**src/rtl/digit_accumulator.sv**
```systemverilog
// Digit accumulator: scans eight byte lanes per word, folds runs of decimal
// digits into 64-bit unsigned numbers and emits each one on a ready/valid port.
module digit_accumulator #(
   parameter int UUID = 0,
   parameter     NAME = ""
) (
   input  logic        clk,
   input  logic        rst,
   input  logic        in_valid,
   input  logic        in_last,
   output logic        in_ready,
   input  logic [63:0] Input,
   output logic        out_valid,
   input  logic        out_ready,
   output logic [63:0] Output
);

   typedef enum logic [1:0] {
      ST_IDLE  = 2'd0,
      ST_SCAN  = 2'd1,
      ST_FLUSH = 2'd2
   } state_t;

   // Leaf block: the identifiers are carried for hierarchy bookkeeping only.
   if ((UUID < 0) && (NAME == "")) begin : g_id_guard
   end

   // Multiply-accumulate one decimal digit, wrapping modulo 2^64.
   function automatic logic [63:0] mul10_add(input logic [63:0] acc, input logic [3:0] digit);
      mul10_add = (acc << 3) + (acc << 1) + {60'd0, digit};
   endfunction

   state_t      state_q, state_d;
   logic [63:0] word_q, word_d;
   logic        last_q, last_d;
   logic [2:0]  lane_q, lane_d;
   logic [63:0] acc_q, acc_d;
   logic        has_digit_q, has_digit_d;
   logic        out_valid_q, out_valid_d;
   logic [63:0] out_q, out_d;

   logic        stall_s;
   logic        accept_s;
   logic        lane_step_s;
   logic        flush_emit_s;
   logic        in_ready_s;
   logic [7:0]  lane_byte_s;
   logic        is_digit_s;
   logic        emit_s;

   // A pending, unaccepted result freezes all lane processing.
   assign stall_s     = out_valid_q & ~out_ready;
   assign lane_byte_s = word_q[{lane_q, 3'b000} +: 8];
   assign is_digit_s  = (lane_byte_s < 8'd10);

   // FSM state register.
   always_ff @(posedge clk) begin
      if (rst) begin
         state_q <= ST_IDLE;
      end else begin
         state_q <= state_d;
      end
   end

   // FSM next-state logic.
   always_comb begin
      state_d = state_q;
      case (state_q)
         ST_IDLE: begin
            if (in_valid) begin
               state_d = ST_SCAN;
            end else begin
               state_d = ST_IDLE;
            end
         end
         ST_SCAN: begin
            if (!stall_s && (lane_q == 3'd7)) begin
               state_d = last_q ? ST_FLUSH : ST_IDLE;
            end else begin
               state_d = ST_SCAN;
            end
         end
         ST_FLUSH: begin
            if (!has_digit_q || !stall_s) begin
               state_d = ST_IDLE;
            end else begin
               state_d = ST_FLUSH;
            end
         end
         default: begin
            state_d = ST_IDLE;
         end
      endcase
   end

   // FSM output decode: per-state control strobes.
   always_comb begin
      in_ready_s   = 1'b0;
      accept_s     = 1'b0;
      lane_step_s  = 1'b0;
      flush_emit_s = 1'b0;
      case (state_q)
         ST_IDLE: begin
            in_ready_s = 1'b1;
            accept_s   = in_valid;
         end
         ST_SCAN: begin
            lane_step_s = ~stall_s;
         end
         ST_FLUSH: begin
            flush_emit_s = has_digit_q & ~stall_s;
         end
         default: begin
            in_ready_s = 1'b0;
         end
      endcase
   end

   assign emit_s = (lane_step_s & ~is_digit_s & has_digit_q) | flush_emit_s;

   // Datapath next-state: word capture, lane walk, accumulator and result port.
   always_comb begin
      word_d      = word_q;
      last_d      = last_q;
      lane_d      = lane_q;
      acc_d       = acc_q;
      has_digit_d = has_digit_q;
      out_valid_d = out_valid_q;
      out_d       = out_q;

      if (accept_s) begin
         word_d = Input;
         last_d = in_last;
         lane_d = 3'd0;
      end else if (lane_step_s) begin
         lane_d = lane_q + 3'd1;
         if (is_digit_s) begin
            acc_d       = mul10_add(acc_q, lane_byte_s[3:0]);
            has_digit_d = 1'b1;
         end else if (has_digit_q) begin
            acc_d       = 64'd0;
            has_digit_d = 1'b0;
         end else begin
            acc_d       = acc_q;
            has_digit_d = has_digit_q;
         end
      end else if (flush_emit_s) begin
         acc_d       = 64'd0;
         has_digit_d = 1'b0;
      end else begin
         lane_d = lane_q;
      end

      // A fresh emission wins over a same-cycle transfer of the old value.
      if (emit_s) begin
         out_d       = acc_q;
         out_valid_d = 1'b1;
      end else if (out_valid_q && out_ready) begin
         out_valid_d = 1'b0;
      end else begin
         out_valid_d = out_valid_q;
      end
   end

   // Datapath registers.
   always_ff @(posedge clk) begin
      if (rst) begin
         word_q      <= 64'd0;
         last_q      <= 1'b0;
         lane_q      <= 3'd0;
         acc_q       <= 64'd0;
         has_digit_q <= 1'b0;
         out_valid_q <= 1'b0;
         out_q       <= 64'd0;
      end else begin
         word_q      <= word_d;
         last_q      <= last_d;
         lane_q      <= lane_d;
         acc_q       <= acc_d;
         has_digit_q <= has_digit_d;
         out_valid_q <= out_valid_d;
         out_q       <= out_d;
      end
   end

   assign in_ready  = in_ready_s;
   assign out_valid = out_valid_q;
   assign Output    = out_q;

endmodule

```
**config.mk**
```make
export PLATFORM = sky130hd
export DESIGN_NAME = digit_accumulator
export DESIGN_NICKNAME = d
export VERILOG_FILES = /design/src/rtl/digit_accumulator.sv
export SDC_FILE = /design/constraint.sdc
export NUM_CORES = 1
export LEC_CHECK = 0
export BUFFER_PORTS_ARGS = -buffer_cell sky130_fd_sc_hd__buf_2
export CORE_MARGIN = 2
export CORE_UTILIZATION = 35
export DETAILED_ROUTE_END_ITERATION = 7
export PLACE_DENSITY = 0.62
export SYNTH_ARGS = -nofsm -noshare
export SYNTH_HDL_FRONTEND = slang
export SYNTH_SLANG_ARGS = --single-unit
```
**constraint.sdc**
```tcl
create_clock -name clk -period 5.1 [get_ports clk]
set_input_delay 0.255 -clock clk [delete_from_list [all_inputs] [get_ports clk]]
set_output_delay 0.255 -clock clk [all_outputs]
set_load 0.01 [all_outputs]
```
==> out/metrics.cfg <==
[route]
wl_um=30400
first_iter_violations=455
ant_nets=0
dr.pass1.iters=5
wl_per_cell_um=15.5
drc=0
vias=10200
via_per_inst=5.18

[job]
maxCapViolations=0

[clock_network]
post_cts_resized=0
cts_buffers=17
cts_tree=built
postCtsSetupBuffers=0
clk_path_buf_depth=2
root_buffer=clkbuf_16
clkSinkCount=200
cts.htree.levels=4
clock_latency_ns=0.47
path_clk_slew_ns=0.09

[global_routing]
grt_pass1_wl_um=50900
grt_usage_pct=17.6
grt_overflow=0
antenna_found_initial=0
grt_pass1_vias=10000
grt_max_degree=96

[synth]
synthesis.nets=1619
ys.flop_type=dfxtp_1
synth_area_um2=11800
synth_common_cells=nand2_1, dfxtp_1, a21oi_1
synth-edff-count=0
synth_top_area_share_pct=34.0
synth_cell_types=67
ys_top_cells_by_area=dfxtp_1, ha_1, nand2_1
ys_ff_latch=200
yosys.area.top_type=dfxtp_1
yosys_warnings=0
netlist_instances=1424
synthArstFlopShare_pct=0
seq_area_frac_synth_pct=34.0
synth_most_common_cell=nand2_1
syn_area_per_cell_um2=8.27

[sta]
finalSetupViolCount=0
holdWs_ns=0.0244
period_share_pct=87.5
timing.final.ws_setup_ns=0.635
slew_headroom_pct=22.1
min_period_ns=4.46
maxSlewViolCount=0
fin_skew_ns=0.0198
worst_pin_slew_ns=1.17
timing.fmax_mhz=224
hold_viol=0
rsz0062_at_grt=false
tns_ns=0

[placement]
routabilityCongestion=0.899
dp_hpwl_um=22700
dpl_worst_slack_ns=0.630
portBuffers=134

[finish]
syn2layout_area_growth_pct=13.3
utilization_pct=40.0
antenna_cells=0
drive_gt1_share_pct=13.6
nNetsFinal=1701

[critical_path]
path_max_fanout=7
worst_ep_required_time_ns=5.45
worst_ep_arrival_time_ns=4.82
critPathKind=flip-flop to flip-flop
endpoint_kind=flip-flop
worstSetupStartpointType=flip-flop

[floorplanning]
core_area_um2=33400
fp.dieW_um=187
fp.dieArea_um2=35100
initial_utilization_pct=35.3
io_pins=135
die-height_um=187
placementRows=67

[pwr]
vdd_drop_max_mv=0.253
power_density_nw_per_um2=241
finalPower_w=0.00322
power_leakage_nw=5.76

[outcome]
outcome=finished, final reports clean

[min_path]
min_path_type=primary input to flip-flop

==> metrics by stage <==
stage	instances	cell area (µm²)
3_3_place_gp	1932	12700
5_1_grt	1967	13300
3_5_place_dp	1932	12700
4_1_cts	1967	13300
6_report	1967	13300
2_1_floorplan	1424	11800
==> kinds of logic after synthesis <==
logic type	Yosys count	share of synthesized area [%]
compound gates	363	18.4
xor+xnor	59	4.39
fa+ha+maj	126	13.5
simple gates	491	18.0
flops	200	34.0
mux	79	7.69
buf+inv	106	3.94
==> layout make-up <==
type,instances,area (µm²)
fill,3457,20000
clock inverter,13,154
tap,448,561
sequential,200,4000
timing repair buffer,146,771
multi-input combinational,1118,7330
inverter,23,86.3
clock buffer,19,443
==> path summary, 6_finish.rpt <==
check                                             start                      end  slack, ns  depth (start not counted)
worst min-delay path                          Input[13]  word_q[13]$_SDFFE_PP0P_       0.02                          3
worst min register to register  word_q[49]$_SDFFE_PP0P_  word_q[49]$_SDFFE_PP0P_       0.45                          2
worst max register to register   lane_q[1]$_SDFFE_PP0P_   acc_q[60]$_SDFFE_PP0P_       0.64                         14
worst max-delay path             lane_q[1]$_SDFFE_PP0P_   acc_q[60]$_SDFFE_PP0P_       0.64                         14
==> report_power, final <==
group | internal [W] | total [W] | leakage (nW) | switching, W
clock | 0.000672 | 0.00137 | 0.290 | 0.000698
combinational | 0.0000833 | 0.000232 | 3.85 | 0.000148
sequential | 0.00159 | 0.00161 | 1.62 | 0.0000218
==> worst max-delay path, cell delays in order (launching register included) <==
cell and delay, ns:
dfxtp_1 0.55, mux4_2 0.56, mux2i_1 0.29, fa_1 0.52, fa_1 0.46, nand2b_1 0.18, a21oi_1 0.23, o211ai_1 0.20
and2_1 0.20, o2111ai_1 0.24, nand2_1 0.20, o31ai_4 0.33, a41oi_1 0.17, xor2_1 0.17, o21ai_1 0.07
==> cell usage in the layout, fill, tap and decap left out, types with 4 or more instances in the layout <==
cell type  count
inv_1         23
and3_1         5
o21ai_0       48
ha_1         124
a21oi_1      167
a41oi_1        4
nor3_1        13
nor2_1       130
buf_4         10
nor2b_1        6
o21a_1         4
xnor2_1       33
inv_6          6
nand2_1      240
a21boi_0       6
and2_1         4
a31oi_1       18
or4_1          4
mux4_2         9
nand2b_1       9
nand3_1       32
nor4_1         8
a21o_1        30
nand4_1       20
xor2_1        26
o21ai_1       27
buf_2        133
mux2i_1       68
clkbuf_16     17
clkinv_8       5
o211ai_1      10
o21bai_1      12
dfxtp_1      200
==> routing by layer <==
| layer | track usage (%) | part of all wire (%) |
|---|---|---|
| met5 | 0 | 0 |
| met4 | 4.51 | 1.5 |
| met3 | 4.02 | 4.4 |
| met2 | 28.8 | 45 |
| met1 | 23.6 | 49 |
==> state kept, by name, summed over array words and instances, names as in the netlist <==
name,flops
state_q,2
lane_q,3
Output,64
has_digit_q,1
last_q,1
out_valid,1
acc_q,64
word_q,64
==> timing repair <==
action                                 4_1_cts  5_1_grt
hold buffers                                 3        0
setup endpoints to repair                    0        0
endpoints found under the hold margin        3        0
Note: power is estimated with default switching activity, not from simulation.
